## src/rtl/bank_wr_sched_if.sv

```systemverilog
// Bundle of the request side and the two bank SRAM ports of bank_wr_sched.
//   slave  : the scheduler (receives rd/wr requests and do_*; drives ready/valid and bank controls)
//   master : the environment (requester plus the two bank SRAMs)
// Signals: rd_en/rd_adr/rd_ready/rd_valid/rd_data, wr_en/wr_adr/wr_data/wr_ready,
//          wb_count, en_*/we_*/a_*/di_*/do_* for banks 0 and 1.
interface bank_wr_sched_if #(
  parameter int A_W      = 8,
  parameter int D_W      = 32,
  parameter int WB_DEPTH = 4
);
  localparam int C_W = $clog2(WB_DEPTH + 1);

  logic           rd_en;
  logic [A_W-1:0] rd_adr;
  logic           rd_ready;
  logic           rd_valid;
  logic [D_W-1:0] rd_data;
  logic           wr_en;
  logic [A_W-1:0] wr_adr;
  logic [D_W-1:0] wr_data;
  logic           wr_ready;
  logic [C_W-1:0] wb_count;
  logic           en_0, en_1;
  logic           we_0, we_1;
  logic [A_W-2:0] a_0, a_1;
  logic [D_W-1:0] di_0, di_1;
  logic [D_W-1:0] do_0, do_1;

  modport slave (
    input  rd_en, rd_adr, wr_en, wr_adr, wr_data, do_0, do_1,
    output rd_ready, rd_valid, rd_data, wr_ready, wb_count,
           en_0, en_1, we_0, we_1, a_0, a_1, di_0, di_1
  );

  modport master (
    output rd_en, rd_adr, wr_en, wr_adr, wr_data, do_0, do_1,
    input  rd_ready, rd_valid, rd_data, wr_ready, wb_count,
           en_0, en_1, we_0, we_1, a_0, a_1, di_0, di_1
  );
endinterface

```

## src/rtl/bank_wr_sched.sv

```systemverilog
// bank_wr_sched: schedules one read and one write stream onto two single-port
// RAM banks (bank = address bit 0, row = address[A_W-1:1]). Reads always win a
// bank; writes that conflict or queue behind older writes wait in an in-order
// write buffer and retire when their bank is idle. A starvation guard throttles
// reads for one cycle once the buffer head has been blocked STARVE_MAX cycles.
// Ports:
//   clk  : clock, rising edge
//   rst  : asynchronous reset, active-high
//   bus  : bank_wr_sched_if.slave (request side, read return, bank SRAM ports)
// Configuration macro: BANK_SCHED_FWD_EN
//   defined   : reads hitting a buffered write are accepted and return the
//               youngest matching buffered data
//   undefined : reads hitting a buffered write stall until that entry retires
module bank_wr_sched #(
  parameter int A_W        = 8,
  parameter int D_W        = 32,
  parameter int WB_DEPTH   = 4,
  parameter int STARVE_MAX = 8
) (
  input logic            clk,
  input logic            rst,
  bank_wr_sched_if.slave bus
);
  localparam int R_W = A_W - 1;
  localparam int C_W = $clog2(WB_DEPTH + 1);
  localparam int S_W = $clog2(STARVE_MAX + 1);
  localparam int unsigned DEPTH_U = WB_DEPTH;

  // Buffer is a shift register: entry 0 is the head (oldest), valid entries
  // occupy [0, count_q); the youngest valid entry has the highest index.
  logic [A_W-1:0] wb_adr_q [WB_DEPTH];
  logic [A_W-1:0] wb_adr_d [WB_DEPTH];
  logic [D_W-1:0] wb_dat_q [WB_DEPTH];
  logic [D_W-1:0] wb_dat_d [WB_DEPTH];
  logic [C_W-1:0] count_q, count_d;
  logic [S_W-1:0] starve_q, starve_d;
  logic           rd_valid_q, rd_bank_q;
  logic [R_W-1:0] a0_q, a1_q;
  logic [D_W-1:0] di0_q, di1_q;
`ifdef BANK_SCHED_FWD_EN
  logic           rd_fwd_q;
  logic [D_W-1:0] fwd_dat_q, fwd_dat;
`endif

  logic           wb_empty, throttle, rd_match;
  logic           rd_ready, wr_ready, rd_acc, wr_acc;
  logic           rd_bank, head_blk, retire, bypass, enq, wr_go, wr_bank;
  logic [A_W-1:0] wr_sel_adr;
  logic [D_W-1:0] wr_sel_dat;
  logic [C_W-1:0] wr_slot;
  logic           en0, en1, we0, we1;
  logic [R_W-1:0] a0, a1;
  logic [D_W-1:0] di0, di1;

  assign wb_empty = (count_q == '0);
  assign throttle = (starve_q == S_W'(STARVE_MAX));
  assign wr_ready = (count_q < C_W'(WB_DEPTH));

  // Address match against valid entries; the last hit in the scan is the youngest.
  always_comb begin
    rd_match = 1'b0;
`ifdef BANK_SCHED_FWD_EN
    fwd_dat  = '0;
`endif
    for (int unsigned i = 0; i < DEPTH_U; i++) begin
      if (i < 32'(count_q) && wb_adr_q[i] == bus.rd_adr) begin
        rd_match = 1'b1;
`ifdef BANK_SCHED_FWD_EN
        fwd_dat  = wb_dat_q[i];
`endif
      end
    end
  end

`ifdef BANK_SCHED_FWD_EN
  assign rd_ready = !throttle;
`else
  assign rd_ready = !throttle && !rd_match;
`endif

  assign rd_acc  = bus.rd_en && rd_ready;
  assign wr_acc  = bus.wr_en && wr_ready;
  assign rd_bank = bus.rd_adr[0];

  // Only the head may issue from the buffer; the incoming write may only
  // bypass when nothing older is waiting.
  assign head_blk   = !wb_empty && rd_acc && (rd_bank == wb_adr_q[0][0]);
  assign retire     = !wb_empty && !head_blk;
  assign bypass     = wb_empty && wr_acc && !(rd_acc && (rd_bank == bus.wr_adr[0]));
  assign enq        = wr_acc && !bypass;
  assign wr_go      = retire || bypass;
  assign wr_sel_adr = wb_empty ? bus.wr_adr  : wb_adr_q[0];
  assign wr_sel_dat = wb_empty ? bus.wr_data : wb_dat_q[0];
  assign wr_bank    = wr_sel_adr[0];
  assign wr_slot    = count_q - C_W'(retire);

  assign count_d  = count_q - C_W'(retire) + C_W'(enq);
  // Blocked whenever non-empty and not retiring; a throttle cycle forces the retire.
  assign starve_d = (wb_empty || retire) ? '0 : starve_q + S_W'(1);

  always_comb begin
    for (int unsigned i = 0; i < DEPTH_U; i++) begin
      wb_adr_d[i] = wb_adr_q[i];
      wb_dat_d[i] = wb_dat_q[i];
    end
    if (retire) begin
      for (int unsigned i = 0; i + 1 < DEPTH_U; i++) begin
        wb_adr_d[i] = wb_adr_q[i+1];
        wb_dat_d[i] = wb_dat_q[i+1];
      end
    end
    if (enq) begin
      for (int unsigned i = 0; i < DEPTH_U; i++) begin
        if (32'(wr_slot) == i) begin
          wb_adr_d[i] = bus.wr_adr;
          wb_dat_d[i] = bus.wr_data;
        end
      end
    end
  end

  // Bank ports; a read and a write never target the same bank in one cycle.
  always_comb begin
    en0 = 1'b0;
    en1 = 1'b0;
    we0 = 1'b0;
    we1 = 1'b0;
    a0  = a0_q;
    a1  = a1_q;
    di0 = di0_q;
    di1 = di1_q;
    if (!rst) begin
      if (rd_acc && !rd_bank) begin
        en0 = 1'b1;
        a0  = bus.rd_adr[A_W-1:1];
      end
      if (rd_acc && rd_bank) begin
        en1 = 1'b1;
        a1  = bus.rd_adr[A_W-1:1];
      end
      if (wr_go && !wr_bank) begin
        en0 = 1'b1;
        we0 = 1'b1;
        a0  = wr_sel_adr[A_W-1:1];
        di0 = wr_sel_dat;
      end
      if (wr_go && wr_bank) begin
        en1 = 1'b1;
        we1 = 1'b1;
        a1  = wr_sel_adr[A_W-1:1];
        di1 = wr_sel_dat;
      end
    end
  end

  always_ff @(posedge clk or posedge rst) begin
    if (rst) begin
      count_q    <= '0;
      starve_q   <= '0;
      rd_valid_q <= 1'b0;
      rd_bank_q  <= 1'b0;
      a0_q       <= '0;
      a1_q       <= '0;
      di0_q      <= '0;
      di1_q      <= '0;
`ifdef BANK_SCHED_FWD_EN
      rd_fwd_q   <= 1'b0;
      fwd_dat_q  <= '0;
`endif
    end else begin
      count_q    <= count_d;
      starve_q   <= starve_d;
      rd_valid_q <= rd_acc;
      rd_bank_q  <= rd_bank;
      a0_q       <= a0;
      a1_q       <= a1;
      di0_q      <= di0;
      di1_q      <= di1;
`ifdef BANK_SCHED_FWD_EN
      rd_fwd_q   <= rd_match;
      fwd_dat_q  <= fwd_dat;
`endif
    end
  end

  // Entry payloads need no reset: validity comes from count_q alone.
  always_ff @(posedge clk) begin
    for (int unsigned i = 0; i < DEPTH_U; i++) begin
      wb_adr_q[i] <= wb_adr_d[i];
      wb_dat_q[i] <= wb_dat_d[i];
    end
  end

  assign bus.rd_ready = rd_ready;
  assign bus.wr_ready = wr_ready;
  assign bus.wb_count = count_q;
  assign bus.rd_valid = rd_valid_q;
`ifdef BANK_SCHED_FWD_EN
  assign bus.rd_data  = !rd_valid_q ? '0 :
                        (rd_fwd_q ? fwd_dat_q : (rd_bank_q ? bus.do_1 : bus.do_0));
`else
  assign bus.rd_data  = !rd_valid_q ? '0 : (rd_bank_q ? bus.do_1 : bus.do_0);
`endif
  assign bus.en_0 = en0;
  assign bus.en_1 = en1;
  assign bus.we_0 = we0;
  assign bus.we_1 = we1;
  assign bus.a_0  = a0;
  assign bus.a_1  = a1;
  assign bus.di_0 = di0;
  assign bus.di_1 = di1;
endmodule

```

## src/flat_wrapper.sv

```systemverilog
// flat-port wrapper written by rule: the top's interface ports become plain ports
module bank_wr_sched_flat 
#(
  parameter int A_W        = 8,
  parameter int D_W        = 32,
  parameter int WB_DEPTH   = 4,
  parameter int STARVE_MAX = 8
)
  (clk, rst, bus_rd_en, bus_rd_adr, bus_wr_en, bus_wr_adr, bus_wr_data, bus_do_0, bus_do_1, bus_rd_ready, bus_rd_valid, bus_rd_data, bus_wr_ready, bus_wb_count, bus_en_0, bus_en_1, bus_we_0, bus_we_1, bus_a_0, bus_a_1, bus_di_0, bus_di_1);
  bank_wr_sched_if #(.A_W(A_W), .D_W(D_W), .WB_DEPTH(WB_DEPTH)) bus_i ();
  input logic clk;
  input logic rst;
  input wire logic [$bits(bus_i.rd_en)-1:0] bus_rd_en;
  input wire logic [$bits(bus_i.rd_adr)-1:0] bus_rd_adr;
  input wire logic [$bits(bus_i.wr_en)-1:0] bus_wr_en;
  input wire logic [$bits(bus_i.wr_adr)-1:0] bus_wr_adr;
  input wire logic [$bits(bus_i.wr_data)-1:0] bus_wr_data;
  input wire logic [$bits(bus_i.do_0)-1:0] bus_do_0;
  input wire logic [$bits(bus_i.do_1)-1:0] bus_do_1;
  output wire logic [$bits(bus_i.rd_ready)-1:0] bus_rd_ready;
  output wire logic [$bits(bus_i.rd_valid)-1:0] bus_rd_valid;
  output wire logic [$bits(bus_i.rd_data)-1:0] bus_rd_data;
  output wire logic [$bits(bus_i.wr_ready)-1:0] bus_wr_ready;
  output wire logic [$bits(bus_i.wb_count)-1:0] bus_wb_count;
  output wire logic [$bits(bus_i.en_0)-1:0] bus_en_0;
  output wire logic [$bits(bus_i.en_1)-1:0] bus_en_1;
  output wire logic [$bits(bus_i.we_0)-1:0] bus_we_0;
  output wire logic [$bits(bus_i.we_1)-1:0] bus_we_1;
  output wire logic [$bits(bus_i.a_0)-1:0] bus_a_0;
  output wire logic [$bits(bus_i.a_1)-1:0] bus_a_1;
  output wire logic [$bits(bus_i.di_0)-1:0] bus_di_0;
  output wire logic [$bits(bus_i.di_1)-1:0] bus_di_1;
  assign bus_i.rd_en = bus_rd_en;
  assign bus_i.rd_adr = bus_rd_adr;
  assign bus_i.wr_en = bus_wr_en;
  assign bus_i.wr_adr = bus_wr_adr;
  assign bus_i.wr_data = bus_wr_data;
  assign bus_i.do_0 = bus_do_0;
  assign bus_i.do_1 = bus_do_1;
  assign bus_rd_ready = bus_i.rd_ready;
  assign bus_rd_valid = bus_i.rd_valid;
  assign bus_rd_data = bus_i.rd_data;
  assign bus_wr_ready = bus_i.wr_ready;
  assign bus_wb_count = bus_i.wb_count;
  assign bus_en_0 = bus_i.en_0;
  assign bus_en_1 = bus_i.en_1;
  assign bus_we_0 = bus_i.we_0;
  assign bus_we_1 = bus_i.we_1;
  assign bus_a_0 = bus_i.a_0;
  assign bus_a_1 = bus_i.a_1;
  assign bus_di_0 = bus_i.di_0;
  assign bus_di_1 = bus_i.di_1;
  bank_wr_sched #(.A_W(A_W), .D_W(D_W), .WB_DEPTH(WB_DEPTH), .STARVE_MAX(STARVE_MAX)) u_core (.clk(clk), .rst(rst), .bus(bus_i));
endmodule
```

## config.mk

```make
export PLATFORM = sky130hd
export DESIGN_NAME = bank_wr_sched_flat
export DESIGN_NICKNAME = d
export VERILOG_FILES = /design/src/rtl/bank_wr_sched_if.sv /design/src/rtl/bank_wr_sched.sv /design/src/flat_wrapper.sv
export SDC_FILE = /design/constraint.sdc
export NUM_CORES = 1
export LEC_CHECK = 0
export BUFFER_PORTS_ARGS = -buffer_cell sky130_fd_sc_hd__buf_2
export CAP_MARGIN = 20
export CORE_MARGIN = 2
export CORE_UTILIZATION = 30
export DETAILED_ROUTE_END_ITERATION = 7
export GPL_TIMING_DRIVEN = 1
export PLACE_DENSITY = 0.52
export SLEW_MARGIN = 20
export SYNTH_ARGS = -nofsm -noshare
export SYNTH_HDL_FRONTEND = slang
export SYNTH_SLANG_ARGS = --single-unit
```

## constraint.sdc

```tcl
create_clock -name clk -period 8.1 [get_ports clk]
set_input_delay 0.405 -clock clk [delete_from_list [all_inputs] [get_ports clk]]
set_output_delay 0.405 -clock clk [all_outputs]
set_load 0.01 [all_outputs]
```

==> results of run 1 <==
==> final cells by class <==
class / instances / area share
sequential: 247 / 0.409
tap: 518 / 0.0458
clock buffer: 43 / 0.0593
inverter: 13 / 0.00363
multi-input combinational: 618 / 0.390
clock inverter: 9 / 0.00274
timing repair buffer: 246 / 0.0890
==> worst max-delay path: cells and delay by family, from the launching register on <==
kind            cells  cell delay (ns)
buf+inv             3             1.52
simple gates        4             1.77
compound gates      2             0.39
flops               1             0.48
mux                 1             0.36
fa+ha+maj           2             0.58
==> layout by cell type, fill, tap and decap left out, types with 2 or more instances in the layout <==
master,n
o21ai_0,66
nor2b_1,33
mux2_2,150
nand4_1,4
clkinv_1,5
o21ba_2,2
nor4_1,4
edfxtp_1,40
mux2_1,11
mux2i_1,64
clkbuf_8,6
xnor2_1,13
nand2_1,98
dfrtp_1,86
a21oi_1,2
and3_1,2
buf_2,235
dfxtp_1,120
buf_4,11
ha_1,4
a221o_1,14
nor2_1,20
nor3_1,4
inv_1,12
o31ai_2,2
clkbuf_16,29
xor2_1,26
nor4_2,2
clkbuf_1,8
mux2_4,79
nand3_1,2
clkinv_2,4
o311ai_2,2
==> Yosys cell counts (2+ instances only) <==
| cell | n | area [µm²] |
|---|---|---|
| dfxtp_1 | 120 | 2400 |
| mux2_1 | 11 | 124 |
| buf_1 | 7 | 26.3 |
| and3_1 | 2 | 12.5 |
| nor4_2 | 2 | 25.0 |
| xor2_1 | 26 | 228 |
| o21ba_2 | 2 | 20.0 |
| mux2_4 | 79 | 1190 |
| nor4_1 | 4 | 25.0 |
| o31ai_1 | 2 | 15.0 |
| nand4_1 | 4 | 25.0 |
| dfrtp_1 | 87 | 2180 |
| buf_6 | 10 | 113 |
| nand3_1 | 3 | 15.0 |
| inv_1 | 12 | 45.0 |
| buf_2 | 28 | 140 |
| mux2_2 | 150 | 1690 |
| mux2i_1 | 64 | 641 |
| nor3_1 | 5 | 25.0 |
| edfxtp_1 | 40 | 1200 |
| o21ai_0 | 66 | 330 |
| nor2b_1 | 33 | 206 |
| a21oi_1 | 2 | 10.0 |
| a221o_1 | 14 | 140 |
| xnor2_1 | 13 | 114 |
| o311ai_0 | 2 | 17.5 |
| ha_1 | 4 | 50.1 |
| clkbuf_1 | 16 | 60.1 |
| nand2_1 | 99 | 372 |
| nor2_1 | 21 | 78.8 |
==> flip-flops by register name (all words and copies together) (netlist names) <==
name,count
u_core.rd_bank_q,1
u_core.bus.rd_valid,1
u_core.bus.wb_count,3
u_core.di0_q,32
u_core.starve_q,4
u_core.wb_dat_q,128
u_core.a0_q,7
u_core.di1_q,32
u_core.wb_adr_q,32
u_core.a1_q,7
==> path summary, 6_finish.rpt <==
check	start	depth (start not counted)	endpoint
max in group asynchronous	rst	3	u_core.di0_q[15]
max	u_core.bus.wb_count[2]	12	u_core.wb_adr_q[0][7]
min	rst	2	u_core.starve_q[3]
min reg2reg	u_core.di0_q[2]	2	u_core.di0_q[2]
max reg2reg	u_core.bus.wb_count[2]	12	u_core.wb_adr_q[0][7]
min in group clk	bus_wr_data[30]	1	u_core.wb_dat_q[3][30]
==> cells by family after synthesis <==
family,Yosys count,share of synthesized area
AO/OA/AOI/OAI,92,0.0518
XOR/XNOR,39,0.0294
adder cells (fa/ha/maj),4,0.00430
buffers and inverters,74,0.0334
flip-flops,247,0.497
multiplexers,304,0.313
AND/OR/NAND/NOR,179,0.0711
==> routing by layer <==
metal	vias up	global-route usage	share of wire
met5	-	0	0.0010
met1	3688	0.190	0.46
li1	3753	-	-
met3	38	0.0325	0.072
met4	4	0.0354	0.016
met2	228	0.226	0.45
==> power breakdown <==
part	switching (µW)	internal [µW]
Sequential	284	1850
Combinational	1300	1540
Clock	492	706
==> per-stage QoR <==
step / hold WS [ns] / cells / worst slack [ns] / utilization / total power (µW)
6_report: 0.0544 / 1694 / 2.84 / 0.367 / 6160
5_1_grt: 0.0812 / 1694 / 2.46 / 0.367 / 6600
4_1_cts: 0.0590 / 1694 / 2.68 / 0.367 / 6260
3_5_place_dp: 0.474 / 1642 / 2.71 / 0.345 / 5020
3_3_place_gp: 0.465 / 1642 / 2.77 / 0.344 / 4960
2_1_floorplan: 0.436 / 939 / 3.32 / - / 4270
==> out/metrics.yaml, run 1 <==
status: "complete, no violations"
maxSlewViolCount: 0
grt_pass1_wl_um: 44900
netlist_area_um2: 11600
async_reset_ff_frac: 0.352
die_w_um: 201
tns_ns: 0
syn_area_per_cell_um2: 12.4
ys_ff_latch: 247
fin_area_um2: 14100
multi_input_area_um2: 5520
wirelength_um: 28900
htree_levels: 1
max-slew-margin-rel: 0.290
vias: 7711
clk_pin_slew_worst_paths_ns: 0.06
placed_cell_area_um2: 13300
dr.pass1.iters: 4
coreArea_um2: 38500
end_kind: "flop"
timing.fmax_mhz: 190
io_pins: 236
synth_edf_count: 40
grt_pass1_vias: 7698
cts_tree: "built"
grt_usage: 0.140
fin_worst_skew_ns: 0.0126
place_hpwl_um: 19800
root_buffer: "clkbuf_16"
crit_chain: "or3_1 > and2_1 > nand3_1 > o21ai_4 > o31ai_4 > buf_4 > inv_1 > ha_1 > ha_1 > nand4b_1 > buf_4 > mux2_1"
seqCellArea_um2: 5780
ys_warn_count: 0
overflow: 0
fillCellCount: 3840
min_path_type: "in2async"
hold_viol_final: 0
syn_nets: 1059
drtAntennaViolNets: 0
via_per_inst: 4.55
ys_seq_area_frac: 0.497
initial_utilization: 0.302
path_class: "reg2reg"
cts-hold-fix-buffers: 0
die_y_um: 201
wire_per_inst_um: 17.0
arrival_ns: 5.69
synthFlopType: "dfxtp_1"
r2r_slack_ns: 2.84
drtIter0Drc: 342
drc: 0
fin_nets: 1274
grt_start_max_net_pins: 63
dieArea_um2: 40400
cp-start-kind: "flop"
clockBufferDepth: 3
peakVddDrop_v: 0.000193
p_leak_uw: 0.00633
gp_congestion: 0.779
port_buffers: 235
drive_gt1_frac: 0.452
syn_to_final_growth_pct: 21.6
fin_crit_ns: 5.26
syn_inst: 939
cts-buffers-inserted: 28
clkSinkCount: 247
setup_violations: 0
cp_slowest_cell: "buf_4"
cp_slowest_stage_delay_ns: 0.83
drv_cap: 0
worstPathRequired_ns: 8.53
insertedDiodeCount: 0
path_max_fanout: 62
p_per_area_nw_per_um2: 436
antenna_found_initial: 2
row_count: 72
rsz0062_at_grt: "no"
tightest_slew_ns: 1.07
clkLatencyLatePin_ns: 0.54
cts_resized: 0
synthDistinctLibCells: 41
finalCritPeriodShare: 0.650
post_cts_buffers: 0
No activity file was read; power rests on OpenSTA's default activity.
==> run 2: changes to the inputs <==
--- a/config.mk
+++ b/config.mk
@@ -11,7 +11,7 @@
 export CORE_UTILIZATION = 30
 export DETAILED_ROUTE_END_ITERATION = 7
 export GPL_TIMING_DRIVEN = 1
-export PLACE_DENSITY = 0.52
+export PLACE_DENSITY = 0.54
 export SLEW_MARGIN = 20
 export SYNTH_ARGS = -nofsm -noshare
 export SYNTH_HDL_FRONTEND = slang
==> constraint.sdc (replaced) <==
create_clock -name clk -period 4.3 [get_ports clk]
set_input_delay 0.215 -clock clk [delete_from_list [all_inputs] [get_ports clk]]
set_output_delay 0.215 -clock clk [all_outputs]
set_load 0.01 [all_outputs]
==> run 2 against run 1 <==
Net effect: routed wire length increased by 2.4%; sequential share of layout area decreased by 1.5 points; clock power increased by 96%; setup slack got worse by 2.5 ns; first-iteration DRC count decreased by 0.58%; clock skew decreased by 0.0013 ns; non-clock buffer count increased by 53; global-route usage increased by 0.40 points; critical path depth decreased by 2; final cell count increased by 3.4%; largest cell class unchanged.
==> out/metrics.yaml, run 2 (synthesis results as in run 1) <==
status: "complete, no violations"  # unchanged
min_path_type: "in2reg"  # was in2async
antenna_found_initial: 2  # unchanged
syn_to_final_growth_pct: 26.3  # was 21.6%
hold_viol_final: 0  # unchanged
dr.max_layer_used: "met4"  # was met5
wirelength_um: 29600  # was 28900 µm
setup_slack_ns: 0.370  # was 2.84 ns
port_buffers: 235  # unchanged
fin_hold_ws_ns: 0.0864  # was 0.0544 ns
arrival_ns: 3.72  # was 5.69 ns
die_y_um: 201  # unchanged
top_register: "u_core.wb_dat_q"  # unchanged
row_count: 72  # unchanged
io_pins: 236  # unchanged
htree_levels: 1  # unchanged
clkLatencyLatePin_ns: 0.56  # was 0.54 ns
p_leak_uw: 0.00656  # was 0.00633 µW
vias: 7978  # was 7711
tns_ns: 0  # unchanged
max-slew-margin-rel: 0.418  # was 0.290
root_buffer: "clkbuf_16"  # unchanged
met3WireLength_um: 1620  # was 2090 µm
coreArea_um2: 38500  # unchanged
finalCritPeriodShare: 0.914
fin_crit_ns: 3.93
clk_pin_slew_worst_paths_ns: 0.06  # about the same
dieArea_um2: 40400  # unchanged
tightest_slew_ns: 0.873  # was 1.07 ns
drc: 0  # unchanged
grt_usage: 0.144  # was 0.140
worstPathRequired_ns: 4.09  # was 8.53 ns
cp-start-kind: "flop"  # unchanged
overflow: 0  # unchanged
met1_length_um: 13700  # was 13400 µm
timing.fmax_mhz: 254
dp_slack_ns: 0.559  # was 2.71 ns
cts-hold-fix-buffers: 43  # was 0
p_per_area_nw_per_um2: 800  # was 436 nW/µm²
wl_met2_um: 13600  # was 12900 µm
setup_violations: 0  # unchanged
path_max_fanout: 36  # was 62
maxSlewViolCount: 0  # unchanged
largest_register_ffs: 128  # unchanged
final_common_cell: "buf_2"  # unchanged
gp_congestion: 0.874  # was 0.779
fin_util: 0.382  # was 0.367
layout_common_cells: "buf_2 (235), mux2_2 (150), dfxtp_1 (120)"  # unchanged
cts_resized: 0  # unchanged
fillCellCount: 3808  # was 3840
grt_pass1_vias: 8164  # was 7698
grt_pass1_wl_um: 46600  # was 44900 µm
die_w_um: 201  # unchanged
drive_gt1_frac: 0.440  # was 0.452
via_per_inst: 4.56  # was 4.55
grt_start_max_net_pins: 121  # was 63
post_cts_buffers: 0  # unchanged
wire_per_inst_um: 16.9  # was 17.0 µm
dr.pass1.iters: 4  # unchanged
end_kind: "output pin"  # was flop
cts-buffers-inserted: 30  # was 28
fin_worst_skew_ns: 0.0113  # was 0.0126 ns
drtIter0Drc: 340  # was 342
drtAntennaViolNets: 0  # unchanged
clkSinkCount: 247  # unchanged
drv_cap: 0  # unchanged
placed_cell_area_um2: 13300  # about the same
fin_nets: 1329  # was 1274
initial_utilization: 0.302  # unchanged
path_class: "reg2out"  # was reg2reg
place_hpwl_um: 20200  # was 19800 µm
clockBufferDepth: 3  # unchanged
cts_tree: "built"  # unchanged
rsz0062_at_grt: "no"  # unchanged
peakVddDrop_v: 0.000479  # was 0.000193 V
fin_area_um2: 14700  # was 14100 µm²
-- run 2: final timing paths --
path,start,endpoint,slack [ns],cells after the start
max,u_core.bus.wb_count[2],bus_di_1[7],0.37,10
min,bus_rd_adr[3],u_core.a0_q[2],0.09,2
max reg2reg,u_core.bus.wb_count[2],u_core.wb_dat_q[1][1],0.57,12
min reg2reg,u_core.di1_q[10],u_core.di1_q[10],0.48,2
max in group asynchronous,rst,u_core.bus.wb_count[1],2.77,4
min in group asynchronous,rst,u_core.a0_q[2],0.41,3
-- run 2: worst max-delay path, stage by stage, from the launching register on --
cell      delay [ns]
dfrtp_1         0.48
or3_1           0.63
and2_1          0.25
nand3_1         0.11
o21ai_4         0.14
o311ai_2        0.31
buf_4           0.39
buf_4           0.40
nand2_1         0.09
o21ai_0         0.14
buf_2           0.20
-- run 2: routing by layer --
layer  vias to the layer above  track usage
met2                       234        0.237
met5                         -            0
met4                         0       0.0378
met3                        43       0.0317
met1                      3830        0.192
li1                       3871            -
-- run 2: final cells by class --
cell class | instances | area (µm²) | share of cell area
clock inverter | 12 | 98.8 | 0.00673
antenna | 1 | 2.50 | 0.000170
tap | 518 | 648 | 0.0441
clock buffer | 43 | 820 | 0.0558
multi-input combinational | 618 | 5500 | 0.375
inverter | 13 | 51.3 | 0.00349
timing repair buffer | 299 | 1780 | 0.121
sequential | 247 | 5780 | 0.394
-- run 2: stage by stage --
stage / std cells / total power [µW]
after detailed placement: 1652 / 9480
after floorplan: 939 / 8040
after global routing: 1751 / 12600
final: 1751 / 11700
after global placement: 1652 / 9350
after CTS: 1750 / 11900
-- run 2: power by group --
part / internal, µW / leakage (µW) / switching, µW
clock network: 1380 / 0.000445 / 969
registers: 3480 / 0.00246 / 511
logic: 2960 / 0.00365 / 2450
==> run 3: changes to the inputs <==
--- a/config.mk
+++ b/config.mk
@@ -10,7 +10,7 @@
 export CORE_MARGIN = 2
 export CORE_UTILIZATION = 30
 export DETAILED_ROUTE_END_ITERATION = 7
-export GPL_TIMING_DRIVEN = 1
+export GPL_TIMING_DRIVEN = 0
 export PLACE_DENSITY = 0.54
 export SLEW_MARGIN = 20
 export SYNTH_ARGS = -nofsm -noshare
==> constraint.sdc (replaced) <==
create_clock -name clk -period 4.3 [get_ports clk]
set_input_delay 0.215 -clock clk [delete_from_list [all_inputs] [get_ports clk]]
set_output_delay 0.215 -clock clk [all_outputs]
set_load 0.1 [all_outputs]
==> run 3 against run 2 <==
Net effect: routed wire length rose by 8.7%; critical path depth unchanged; utilization is 1.0 points higher; register-to-register slack worse by 0.29 ns; first-iteration DRC count decreased by 20%; sequential cell count unchanged; global-route usage is 1.4 points higher; final cell count is 2.1% higher; setup slack worse by 0.15 ns; sequential share of layout area is 1.0 points lower; worst hold slack lost 0.012 ns; critical path type unchanged; highest routed layer unchanged.
==> out/metrics.yaml, run 3 (synthesis results as in run 1) <==
top_register: "u_core.wb_dat_q"  # unchanged
row_count: 72  # unchanged
port_buffers: 228  # was 235
gp_congestion: 0.823  # was 0.874
cp-start-kind: "flop"  # unchanged
crit_chain: "or3_1 > and2_1 > nand3_1 > o21ai_4 > o311ai_2 > clkbuf_4 > clkbuf_2 > nand2_1 > o21ai_0 > buf_2"  # was or3_1 > and2_1 > nand3_1 > o21ai_4 > o311ai_2 > buf_4 > buf_4 > nand2_1 > o21ai_0 > buf_2
vias: 8164  # was 7978
largest_register_ffs: 128  # unchanged
insertedDiodeCount: 0  # was 1
grt_pass1_vias: 8539  # was 8164
path_max_fanout: 10  # was 36
htree_levels: 1  # unchanged
dr.pass1.iters: 6  # was 4
path_delay_family: "buffers and inverters"  # was simple AND/OR/NAND/NOR gates
clkLatencyLatePin_ns: 0.57  # was 0.56 ns
min_path_type: "in2reg"  # unchanged
r2r_slack_ns: 0.28  # was 0.57 ns
layout_common_cells: "buf_2 (244), mux2_2 (150), dfxtp_1 (120)"  # was buf_2 (235), mux2_2 (150), dfxtp_1 (120)
hold_viol_final: 0  # unchanged
grt_pass1_wl_um: 50300  # was 46600 µm
critPathBufInv: 3  # unchanged
clkSinkCount: 247  # unchanged
place_hpwl_um: 23000  # was 20200 µm
setup_violations: 0  # unchanged
initial_utilization: 0.302  # unchanged
tightest_slew_ns: 0.874  # was 0.873 ns
timing.fmax_mhz: 245  # was 254 MHz
fin_util: 0.392  # was 0.382
die_w_um: 201  # unchanged
cp_slowest_cell: "dfrtp_1"  # was or3_1
die_y_um: 201  # unchanged
crit_start: "u_core.bus.wb_count[2]"  # unchanged
via_per_inst: 4.57  # was 4.56
fin_crit_ns: 4.08  # was 3.93 ns
setup_slack_ns: 0.218  # was 0.370 ns
cts_tree: "built"  # unchanged
fin_nets: 1366  # was 1329
hold_start: "bus_rd_adr[4]"  # was bus_rd_adr[3]
coreArea_um2: 38500  # unchanged
fin_cells: 1787  # was 1751
wirelength_um: 32100  # was 29600 µm
clockBufferDepth: 3  # unchanged
root_buffer: "clkbuf_16"  # unchanged
cp_slowest_stage_delay_ns: 0.53  # was 0.63 ns
dp_slack_ns: -0.203  # was 0.559 ns
cts-buffers-inserted: 29  # was 30
dieArea_um2: 40400  # unchanged
drtAntennaViolNets: 0  # unchanged
io_pins: 236  # unchanged
final_common_cell: "buf_2"  # unchanged
antenna_found_initial: 0  # was 2
path_class: "reg2out"  # unchanged
end_kind: "output pin"  # unchanged
arrival_ns: 3.87  # was 3.72 ns
drv_cap: 0  # unchanged
fin_worst_skew_ns: 0.0140  # was 0.0113 ns
drtIter0Drc: 273  # was 340
r2r-start: "u_core.bus.wb_count[2]"  # unchanged
clk_pin_slew_worst_paths_ns: 0.06  # about the same
finalCritPeriodShare: 0.949  # was 0.914
max-slew-margin-rel: 0.412  # was 0.418
rsz0062_at_grt: "no"  # unchanged
maxSlewViolCount: 0  # unchanged
syn_to_final_growth_pct: 29.6  # was 26.3%
grt_start_max_net_pins: 61  # was 121
wire_per_inst_um: 18.0  # was 16.9 µm
drive_gt1_frac: 0.449  # was 0.440
worstPathRequired_ns: 4.09  # about the same
grt_usage: 0.158  # was 0.144
overflow: 0  # unchanged
dp_cells: 1688  # was 1652
fillCellCount: 3802  # was 3808
status: "complete, no violations"  # unchanged
drc: 0  # unchanged
-- run 3: layout make-up --
class,count,area (µm²),share of cell area
plain buffers,61,363,0.0241
well taps,518,648,0.0430
multi-input cells,618,5510,0.365
clock buffers,45,877,0.0582
flip-flops and latches,247,5780,0.384
repair buffers,276,1700,0.113
clock inverters,9,138,0.00913
inverters,13,53.8,0.00357
-- run 3: metrics by stage --
step / setup TNS [ns] / hold WS, ns / cell area [µm²]
6_report: 0 / 0.0744 / 15100
3_5_place_dp: -3.44 / 0.272 / 13500
4_1_cts: 0 / 0.0529 / 15000
3_3_place_gp: -53.98 / 0.352 / 13400
2_1_floorplan: -40.00 / 0.246 / 11600
5_1_grt: 0 / 0.0838 / 15100
-- run 3: per-layer routing --
layer  global-route usage  up-vias  share of wire
met4               0.0373        0          0.017
met5                    0        -              0
li1                     -     3939              -
met1                0.211     3942           0.46
met2                0.266      243           0.47
met3               0.0291       40          0.055
-- run 3: final timing paths --
kind	to	cells after the start
setup / recovery	bus_di_1[13]	10
hold / removal	u_core.a0_q[3]	2
setup reg to reg	u_core.wb_adr_q[0][2]	13
hold reg to reg	u_core.di1_q[5]	2
max in group asynchronous	u_core.di0_q[4]	4
min in group asynchronous	u_core.a1_q[2]	3
-- run 3: timing repair --
item | 4_1_cts | 5_1_grt
setup endpoints to repair | 125 | 88
pin swaps | 0 | 1
cloned | 0 | 0
hold buffers | 43 | 0
resized for setup | 15 | 22
setup buffers | 0 | 2
endpoints found under the hold margin | 198 | 0
Power of run 3 is left out: the tool's default activity adds up to more than one toggle a clock period on the data nets, which glitch-free logic cannot reach.
